File: config.mk
export PLATFORM = sky130hd
export DESIGN_NAME = perf_counter_bank
export DESIGN_NICKNAME = d
export VERILOG_FILES = /design/src/rtl/perf_counter_bank.sv
export SDC_FILE = /design/constraint.sdc
export NUM_CORES = 1
export LEC_CHECK = 0
export ABC_AREA = 1
export CORE_ASPECT_RATIO = 1.25
export CORE_MARGIN = 2
export CORE_UTILIZATION = 57
export CTS_BUF_LIST = sky130_fd_sc_hd__clkbuf_8
export DETAILED_ROUTE_END_ITERATION = 10
export PLACE_DENSITY = 0.74
export SETUP_SLACK_MARGIN = 0.02
export SLEW_MARGIN = 30
export SYNTH_ARGS = -nofsm -noshare
export SYNTH_HDL_FRONTEND = slang
export SYNTH_SLANG_ARGS = --single-unit
File: constraint.sdc
create_clock -name clk -period 4.5 [get_ports clk]
set_input_delay 0.9 -clock clk [delete_from_list [all_inputs] [get_ports clk]]
set_output_delay 0.9 -clock clk [all_outputs]
set_load 0.01 [all_outputs]
File: src/rtl/perf_counter_bank.sv
// Performance counter bank: per-event counters plus a cycle counter, with shadow snapshot and readout.
// Define PERF_SATURATE_EN to make counters saturate at all-ones instead of wrapping.
module perf_counter_bank #(
    parameter int NUM_EVENTS = 6,
    parameter int CNT_WIDTH  = 32,
    parameter int SEL_W      = 4
) (
    input  logic                  clk,
    input  logic                  rst_n,
    input  logic                  en,
    input  logic                  halt,
    input  logic [NUM_EVENTS-1:0] event_i,
    input  logic                  clear,
    input  logic                  snap,
    input  logic [SEL_W-1:0]      rd_sel,
    output logic [CNT_WIDTH-1:0]  rd_data,
    output logic                  rd_ovf,
    output logic                  frozen,
    output logic                  snap_valid
);
    // Channel NUM_EVENTS is the free-running cycle counter.
    localparam int NCH = NUM_EVENTS + 1;
    localparam logic [0:0] ST_RUN    = 1'b0;
    localparam logic [0:0] ST_FROZEN = 1'b1;
    localparam logic [CNT_WIDTH-1:0] ONE = {{(CNT_WIDTH-1){1'b0}}, 1'b1};

    logic [0:0]           state_q, state_d;
    logic [CNT_WIDTH-1:0] cnt_q [NCH], cnt_d [NCH], cnt_inc [NCH];
    logic [CNT_WIDTH-1:0] shd_q [NCH], shd_d [NCH];
    logic [NCH-1:0]       ovf_q, ovf_d, ovf_inc;
    logic [NCH-1:0]       shd_ovf_q, shd_ovf_d;
    logic                 snap_valid_q, snap_valid_d;
    logic [CNT_WIDTH-1:0] rd_data_q, rd_data_d;
    logic                 rd_ovf_q, rd_ovf_d;
    logic [NCH-1:0]       tick;
    logic                 count_en, halt_take, capture;

    assign count_en  = (state_q == ST_RUN) && en;
    assign halt_take = count_en && halt && !clear;
    assign capture   = snap || halt_take;

    genvar gi;
    generate
        for (gi = 0; gi < NCH; gi++) begin : g_tick
            if (gi == NUM_EVENTS) begin : g_cycle
                assign tick[gi] = count_en;
            end else begin : g_event
                assign tick[gi] = count_en & event_i[gi];
            end
        end
    endgenerate

    // cnt_inc is the post-count, pre-clear value: snapshots see the current cycle's events.
    always_comb begin
        for (int k = 0; k < NCH; k++) begin
            cnt_inc[k] = cnt_q[k];
            ovf_inc[k] = ovf_q[k];
            if (tick[k]) begin
                if (&cnt_q[k]) begin
                    ovf_inc[k] = 1'b1;
`ifdef PERF_SATURATE_EN
                    cnt_inc[k] = cnt_q[k];
`else
                    cnt_inc[k] = '0;
`endif
                end else begin
                    cnt_inc[k] = cnt_q[k] + ONE;
                end
            end
            cnt_d[k]     = clear ? '0 : cnt_inc[k];
            ovf_d[k]     = clear ? 1'b0 : ovf_inc[k];
            shd_d[k]     = capture ? cnt_inc[k] : shd_q[k];
            shd_ovf_d[k] = capture ? ovf_inc[k] : shd_ovf_q[k];
        end
    end

    always_comb begin
        state_d = state_q;
        if (clear) begin
            state_d = ST_RUN;
        end else if (halt_take) begin
            state_d = ST_FROZEN;
        end

        snap_valid_d = snap_valid_q;
        if (capture) begin
            snap_valid_d = 1'b1;
        end else if (clear) begin
            snap_valid_d = 1'b0;
        end

        rd_data_d = '0;
        rd_ovf_d  = 1'b0;
        for (int k = 0; k < NCH; k++) begin
            if (rd_sel == SEL_W'(k)) begin
                rd_data_d = shd_q[k];
                rd_ovf_d  = shd_ovf_q[k];
            end
        end
    end

    always_ff @(posedge clk) begin
        if (!rst_n) begin
            state_q      <= ST_RUN;
            ovf_q        <= '0;
            shd_ovf_q    <= '0;
            snap_valid_q <= 1'b0;
            rd_data_q    <= '0;
            rd_ovf_q     <= 1'b0;
            for (int k = 0; k < NCH; k++) begin
                cnt_q[k] <= '0;
                shd_q[k] <= '0;
            end
        end else begin
            state_q      <= state_d;
            ovf_q        <= ovf_d;
            shd_ovf_q    <= shd_ovf_d;
            snap_valid_q <= snap_valid_d;
            rd_data_q    <= rd_data_d;
            rd_ovf_q     <= rd_ovf_d;
            for (int k = 0; k < NCH; k++) begin
                cnt_q[k] <= cnt_d[k];
                shd_q[k] <= shd_d[k];
            end
        end
    end

    assign rd_data    = rd_data_q;
    assign rd_ovf     = rd_ovf_q;
    assign frozen     = (state_q == ST_FROZEN);
    assign snap_valid = snap_valid_q;

endmodule
; ---- Word-level counts from Yosys, hierarchy flattened
; Memories as Yosys holds them, arrays and structs flattened.
; Index checks and enable logic that the tools add are counted.
[classes]
addsub = 7
eq_ne = 6
muxes = 74
bitwise = 22
reduce_logical = 15
[op_table]
columns = op, count
row1 = two-way mux 32 bit, 49
row2 = "adder 32 x 1 -> 32 bit, second input constant", 7
row3 = AND reduction 32 bit, 7
row4 = two-way mux 1 bit, 25
row5 = OR 1 bit, 14
row6 = "equality test 4 x 3 -> 1 bit, second input constant", 3
row7 = "equality test 4 x 2 -> 1 bit, second input constant", 2
row8 = bitwise AND 1 bit, 6
row9 = "equality test 4 x 1 -> 1 bit, second input constant", 1
row10 = logical NOT 4 bit, 1
row11 = logical AND 1 bit, 3
row12 = inverter 1 bit, 2
row13 = nonzero test 2 bit, 1
row14 = OR reduction 2 bit, 1
row15 = logical NOT 1 bit, 1
row16 = logical OR 1 bit, 1
[word_totals]
reg_bits = 49
ram_bits = 448
in_bits = 16
output_inout_bits = 35
elab_cells = 132
n_memories = 2
[memory_table]
columns = memory, depth, width, read_ports, rd_clocked_by_memory_dff, write_ports, line
row1 = cnt_q, 7, 32, 7, 0, 7, 28  ; logic [CNT_WIDTH-1:0] cnt_q [NCH], cnt_d [NCH], cnt_inc [NCH];
row2 = shd_q, 7, 32, 7, 0, 7, 29  ; logic [CNT_WIDTH-1:0] shd_q [NCH], shd_d [NCH];

; ---- Longest topological paths before layout
; Gate-level depths: netlist (run 1).
[logic_depth]
ltp_word = 8
mapped_depth = 12
depth_no_buf = 12

; ---- Worst setup path before layout (run 1)
; OpenSTA, ideal clock, no wires.
[synth_path]
kind = input port to flip-flop
startpoint = input port en
endpoint = memory shd_q[6][5]
setup_time_ns = 0.113
arrival_time_ns = 2.016
required_ns = 4.387
setup_slack_ns = 2.371
cell_stages = 11
cell_sequence = buf_6 -> inv_2 -> nor2_8 -> nand3b_2 -> nand2_2 -> buf_6 -> buf_8 -> buf_6 -> nand3_1 -> o211ai_2 -> inv_2
[synth_lines]
columns = item, line
row1 = "start, declared", 10  ; input logic en,
row2 = "end, declared", 29

==> results.sh, run 1 <==
export IMPL_total_i_o_pin_count=51
export IMPL_worst_setup_path_start_kind="input pin"
export IMPL_timing_reg2reg_setup_slack_ps=2160
export IMPL_grt_overflow=0
export IMPL_initial_core_util_pct=58.0
export IMPL_cts_repair_resized=0
export IMPL_floorplan_rows=86
export IMPL_ys_warnings_count=0
export IMPL_drt_drc_violations_left=0
export IMPL_worst_slew_pin_transition_ps=767
export IMPL_core_area_mm2=0.0442
export IMPL_slew_violations=0
export IMPL_max_cap_violations=0
export IMPL_power_density_cell_area_mw_per_mm2=328
export IMPL_timing_critical_path_arrival_ps=3530
export IMPL_number_of_global_route_vias_before_repair=22700
export IMPL_cts_htree_levels=3
export IMPL_num_vias=25100
export IMPL_postSynthAreaPerCell_um2=6.59
export IMPL_unrepaired_setup_endpoints_after_global_routing="false"
export IMPL_detailed_place_hpwl_um=57200
export IMPL_quantity_of_hold_fixing_buffers_added_after_cts=0
export IMPL_tritoncts_buffers=80
export IMPL_floorplan_die_area_mm2=0.0467
export IMPL_timing_critical_path_buf_inv=4
export IMPL_dieHeight_um=241
export IMPL_relSlewSlack_pct=48.8
export IMPL_areaGrowthSynthToFinish_pct=9.19
export IMPL_synth_yosys_seq_area_share_pct=38.8
export IMPL_crit_fanout=61
export IMPL_worst_r2r_cell_count=8
export IMPL_syn_cell_area_mm2=0.0256
export IMPL_status="complete, no violations"
export IMPL_worst_r2r_endpoint="shd_q[4][7]$_SDFFE_PN0P_"
export IMPL_cts_tree="done"
export IMPL_cts_num_sinks=497
export IMPL_postLayoutCellArea_mm2=0.0280
export IMPL_dieWidth_um=194
export IMPL_setup_violations=0
export IMPL_biggest_cell_delay_along_the_critical_path_ps=950
export IMPL_grt_antenna_before_repair=1
export IMPL_holdPathStages=2
export IMPL_route_antenna_remaining_nets=0
export IMPL_largest_net_degree_at_the_start_of_global_routing=105
export IMPL_fin_crit_ps=2970
export IMPL_vdd_ir_drop_max_uv=244
export IMPL_post_cts_setup_buffers=0
export IMPL_worst_ep_required_time_ps=5060
export IMPL_drive_above_1_share_pct=6.72
export IMPL_ctsLongestPathBuffers=3
export IMPL_fin_nets=3923
export IMPL_track_usage_pct=33.1
export IMPL_clock_root_buffer="clkbuf_8"
export IMPL_hold_path_class="register to register"
export IMPL_worst_path_depth=9
export IMPL_crit_reg2reg_launch="frozen$_SDFFE_PP0P_"
export IMPL_drtPass1Iterations=7
export IMPL_drt_iter0_markers=2461
export IMPL_cpLargestDelayFamily="buffers and inverters"
export IMPL_power_leakage_nw=11.7
export IMPL_finalClockSkew_ps=23.2
export IMPL_buffer_ports_inserted=50
export IMPL_clkTransAtPathRegs_ps=60
export IMPL_timing_worst_setup_path_type="input pin to register"
export IMPL_achievable_frequency_mhz=337
export IMPL_min_period_over_period_pct=66.0
export IMPL_timing_critical_path_cells="clkdlybuf4s50_1 -> inv_2 -> nor2_8 -> nand3b_2 -> nand2_8 -> buf_4 -> o21ai_1 -> nand3_1 -> inv_1"
export IMPL_synth_nets=3913
export IMPL_syn_instance_count=3890
export IMPL_setup_worst_path_start="en"
export IMPL_synth_lib_cells_used_distinct=48
export IMPL_yosys_register_bits=497
export IMPL_placedInstanceArea_mm2=0.0264
export IMPL_grt_pass1_wl_um=123000
export IMPL_slowest_stage="clkdlybuf4s50_1"
export IMPL_final_layout_setup_total_negative_slack_ps=0
export IMPL_critPathCaptureType="register"
export IMPL_place_congestion=0.983
export IMPL_timing_hold_violations_final=0
export IMPL_clk_latency_ps=670
export IMPL_crit_path_end="shd_q[6][12]$_SDFFE_PN0P_"
export IMPL_post_drt_via_cell_ratio=5.53
export IMPL_wl_per_cell_um=17.3
export IMPL_finalWirelength_um=78400
synth_stat cells, drive strengths merged:
library cell  count  area (um2)
and3              2        12.5
a211oi            1        7.51
nand3b           17         131
nor4              4        31.3
o21ai           264        1320
o21bai           49         368
o211ai            7        77.6
nor2            585        2370
inv             508        1910
nand3           392        2090
dfxtp           497        9950
nand4           115         726
clkinv            1        3.75
a21oi           209        1070
nor3             34         190
or2              22         138
clkbuf           67         251
xor2             45         394
ha                7        87.6
nand2           926        3510
o22ai             4        25.0
a21o              5        37.5
buf              84         542
o221ai            5        43.8
xnor2            33         289
a31oi             3        18.8
and2              3        18.8
nor3b             1        7.51
metal layers:
metal	wire [um]	share of wire (%)	global-route usage [%]	vias to the layer above
li1	-	-	-	12500
met1	33800	43	43.7	11400
met2	34500	44	52.8	1006
met3	6180	7.9	4.86	191
met4	3920	5.0	16.9	0
met5	0	0	0	-
area by class of cell:
class                           instances  area (um2)
Clock inverter                         49         340
Inverter                              509        1920
Tap cell                              572         716
Sequential cell                       497        9950
Clock buffer                           90        1240
Timing Repair Buffer                   79         811
Fill cell                            4146       16200
Antenna cell                            1        2.50
Multi-Input combinational cell       2733       13000
flip-flops by register name, indices dropped and copies added (netlist names):
name	cells
shd_q	224
ovf_q	7
rd_ovf	1
cnt_q	224
rd_data	32
frozen	1
shd_ovf_q	7
snap_valid	1
worst min-delay path, cell delays in order (launching register included):
cell     delay [ps]
dfxtp_1         300
inv_1            60
a31oi_1          70
worst min-delay path by stage:
| stage | startpoint | endpoint | slack, ps |
|---|---|---|---|
| 2_1_floorplan | ovf_q[0]$_SDFF_PP0_ | ovf_q[0]$_SDFF_PP0_ | 420 |
| 3_3_place_gp | snap_valid$_SDFFE_PN0P_ | snap_valid$_SDFFE_PN0P_ | 450 |
| 3_5_place_dp | snap_valid$_SDFFE_PN0P_ | snap_valid$_SDFFE_PN0P_ | 450 |
| 4_1_cts | ovf_q[6]$_SDFF_PP0_ | shd_ovf_q[6]$_SDFFE_PN0P_ | 460 |
| 5_1_grt | ovf_q[6]$_SDFF_PP0_ | shd_ovf_q[6]$_SDFFE_PN0P_ | 470 |
| 6_report | ovf_q[6]$_SDFF_PP0_ | shd_ovf_q[6]$_SDFFE_PN0P_ | 460 |
cell families after synthesis:
group	after synthesis	share of synthesized area, %
flops	497	38.8
simple gates	2101	36.0
fa+ha+maj	7	0.342
buf+inv	660	10.6
compound gates	547	11.6
xor+xnor	78	2.67
power by group:
part           leakage [nW]  switching [mW]  internal, mW  total (mW)
sequential             4.05          0.0839          4.53        4.61
clock                 0.870            1.91          2.03        3.94
combinational          6.74           0.433         0.191       0.624
placed cells by master, fill, tap and decap left out, types with 22 or more instances in the layout:
cell             netlist  layout
xnor2_1               33      33
clkdlybuf4s50_1        0      49
o21ai_1               28      28
or2_2                 22      22
a21oi_1              203     203
o21bai_1              49      49
o21ai_0              236     236
nand2_1              917     917
dfxtp_1              497     497
nor3_1                30      30
xor2_1                45      45
clkbuf_8               0      90
inv_1                496     509
nor2_1               555     553
clkinv_2               0      22
nand3_1              375     375
nand4_1              114     114
metrics by stage:
step	setup WS [ps]	util [%]	instances	hold slack [ps]	total power [mW]
after detailed placement	924	59.7	4390	453	5.31
after global placement	801	59.7	4390	447	5.31
after floorplan	2370	-	3890	424	5.10
final	1530	63.3	4530	459	9.17
after global routing	1430	63.3	4530	471	9.46
after CTS	1630	63.3	4529	462	9.20
Power figures use the tool's default switching activity.
==> run 2, diff against run 1 <==
--- a/config.mk
+++ b/config.mk
@@ -11,7 +11,7 @@
 export CORE_UTILIZATION = 57
 export CTS_BUF_LIST = sky130_fd_sc_hd__clkbuf_8
 export DETAILED_ROUTE_END_ITERATION = 10
-export PLACE_DENSITY = 0.74
+export PLACE_DENSITY = 0.77
 export SETUP_SLACK_MARGIN = 0.02
 export SLEW_MARGIN = 30
 export SYNTH_ARGS = -nofsm -noshare
==> constraint.sdc (replaced) <==
create_clock -name clk -period 2.5 [get_ports clk]
set_input_delay 0.5 -clock clk [delete_from_list [all_inputs] [get_ports clk]]
set_output_delay 0.5 -clock clk [all_outputs]
set_load 0.01 [all_outputs]
==> run 2 against run 1 <==
Compared with the run above: critical endpoint is now frozen; register-to-register slack got worse by 1800 ps; critical path type is now register to primary output; worst hold slack got worse by 330 ps; first-iteration DRC count grew 2.8%; clock-buffer cell count grew 13.
==> results.sh, run 2 (synthesized netlist as in run 1, its figures left out) <==
export IMPL_status="complete, no violations"
export IMPL_grt_overflow=0
export IMPL_nFillCells=3952
export IMPL_timing_critical_path_arrival_ps=1860
export IMPL_clkTransAtPathRegs_ps=60
export IMPL_timing_worst_setup_path_type="register to primary output"
export IMPL_largest_net_degree_at_the_start_of_global_routing=142
export IMPL_cts_repair_resized=0
export IMPL_power_leakage_nw=12.6
export IMPL_unrepaired_setup_endpoints_after_global_routing="false"
export IMPL_drt_drc_violations_left=0
export IMPL_timing_critical_path_cells="clkdlybuf4s50_1"
export IMPL_slew_violations=0
export IMPL_floorplan_rows=86
export IMPL_num_vias=25900
export IMPL_relSlewSlack_pct=58.0
export IMPL_fin_nets=4083
export IMPL_cts_num_sinks=497
export IMPL_track_usage_pct=34.4
export IMPL_critPathCaptureType="primary output"
export IMPL_fin_crit_ps=2360
export IMPL_initial_core_util_pct=58.0
export IMPL_min_period_over_period_pct=94.4
export IMPL_num_antenna_cells=0
export IMPL_timing_hold_worst_start="rst_n"
export IMPL_grt_pass1_wl_um=127000
export IMPL_max_cap_violations=0
export IMPL_areaGrowthSynthToFinish_pct=15.4
export IMPL_final_cells=4692
export IMPL_worst_slew_pin_transition_ps=629
export IMPL_cts_tree="done"
export IMPL_slowest_stage="clkdlybuf4s50_1"
export IMPL_number_of_global_route_vias_before_repair=23400
export IMPL_finalWirelength_um=81000
export IMPL_final_layout_setup_total_negative_slack_ps=0
export IMPL_drtPass1Iterations=5
export IMPL_detailed_place_hpwl_um=61600
export IMPL_vdd_ir_drop_max_uv=561
export IMPL_drive_above_1_share_pct=10.2
export IMPL_buffer_ports_inserted=50
export IMPL_postLayoutCellArea_mm2=0.0296
export IMPL_worst_ep_required_time_ps=2000
export IMPL_dieHeight_um=241
export IMPL_placedCellCount=4549
export IMPL_wl_per_cell_um=17.3
export IMPL_hold_path_class="input pin to register"
export IMPL_finalClockSkew_ps=29.7
export IMPL_worst_setup_path_start_kind="register"
export IMPL_cpLargestDelayFamily="buffers and inverters"
export IMPL_crit_fanout=3
export IMPL_layout_cells_most_common_list="nand2_1 (917), nor2_1 (553), inv_1 (516)"
export IMPL_floorplan_die_area_mm2=0.0467
export IMPL_timing_reg2reg_setup_slack_ps=350
export IMPL_tritoncts_buffers=81
export IMPL_setup_violations=0
export IMPL_place_congestion=1.04
export IMPL_clk_latency_ps=670
export IMPL_quantity_of_hold_fixing_buffers_added_after_cts=0
export IMPL_crit_reg2reg_launch="cnt_q[6][0]$_SDFF_PP0_"
export IMPL_drt_iter0_markers=2530
export IMPL_biggest_cell_delay_along_the_critical_path_ps=630
export IMPL_layout_commonest_cell="nand2_1"
export IMPL_route_antenna_remaining_nets=0
export IMPL_grt_antenna_before_repair=0
export IMPL_achievable_frequency_mhz=424
export IMPL_placedInstanceArea_mm2=0.0278
export IMPL_timing_critical_path_buf_inv=1
export IMPL_ctsLongestPathBuffers=3
export IMPL_cts_htree_levels=3
export IMPL_dieWidth_um=194
export IMPL_core_area_mm2=0.0442
export IMPL_setup_worst_path_start="frozen$_SDFFE_PP0P_"
export IMPL_total_i_o_pin_count=51
export IMPL_post_cts_setup_buffers=0
export IMPL_clock_root_buffer="clkbuf_8"
export IMPL_post_drt_via_cell_ratio=5.51
export IMPL_power_density_cell_area_mw_per_mm2=584
export IMPL_timing_hold_violations_final=0
==> run 2: cell count changes in the layout (fill, tap and decap cells not counted), moves of 3 or more <==
cell	change
clkbuf_8	+13
buf_12	+19
buf_4	+141
inv_1	+7
clkinvlp_4	-3
clkinv_2	-13
==> run 2: layer usage <==
metal / vias to the layer above / GRT usage (%) / wire length, um
met5: - / 0.309 / 0
li1: 12800 / - / -
met4: 0 / 16.7 / 4020
met2: 1086 / 55.7 / 36200
met3: 218 / 5.20 / 6480
met1: 11800 / 45.0 / 34300
==> run 2: stage by stage <==
stage / setup WS (ps) / util, % / power (mW) / hold slack, ps
after global placement: -57.0 / 62.9 / 9.76 / 451
after detailed placement: -86.7 / 62.9 / 9.77 / 459
final: 140 / 66.9 / 17.3 / 130
after CTS: 125 / 66.9 / 17.3 / 101
after global routing: 124 / 66.9 / 17.8 / 135
after floorplan: 771 / - / 9.19 / 424
==> run 2: final cells by class <==
type / count / area (um2) / area share, %
Clock buffer: 103 / 1420 / 4.79
Clock inverter: 40 / 319 / 1.08
Inverter: 509 / 1920 / 6.50
Multi-Input combinational cell: 2733 / 13000 / 44.0
Sequential cell: 497 / 9950 / 33.7
Tap cell: 572 / 716 / 2.42
Timing Repair Buffer: 238 / 2240 / 7.57
==> run 2: path summary, 6_finish.rpt <==
check                              endpoint  cells past startpoint
setup reg to reg  shd_q[6][11]$_SDFFE_PN0P_                     10
setup / recovery                     frozen                      1
hold reg to reg     snap_valid$_SDFFE_PN0P_                      2
hold / removal    shd_q[6][12]$_SDFFE_PN0P_                      3
==> run 2: worst min-delay path: stages <==
cell and delay [ps]:
buf_6 120, nand3_1 80, inv_1 30
==> run 2: power breakdown <==
group          switching, mW  internal (mW)  leakage [nW]
Combinational          0.790          0.489          7.59
Clock                   3.38           4.23         0.967
Sequential             0.211           8.15          4.05
Total                   4.39           12.9          12.6
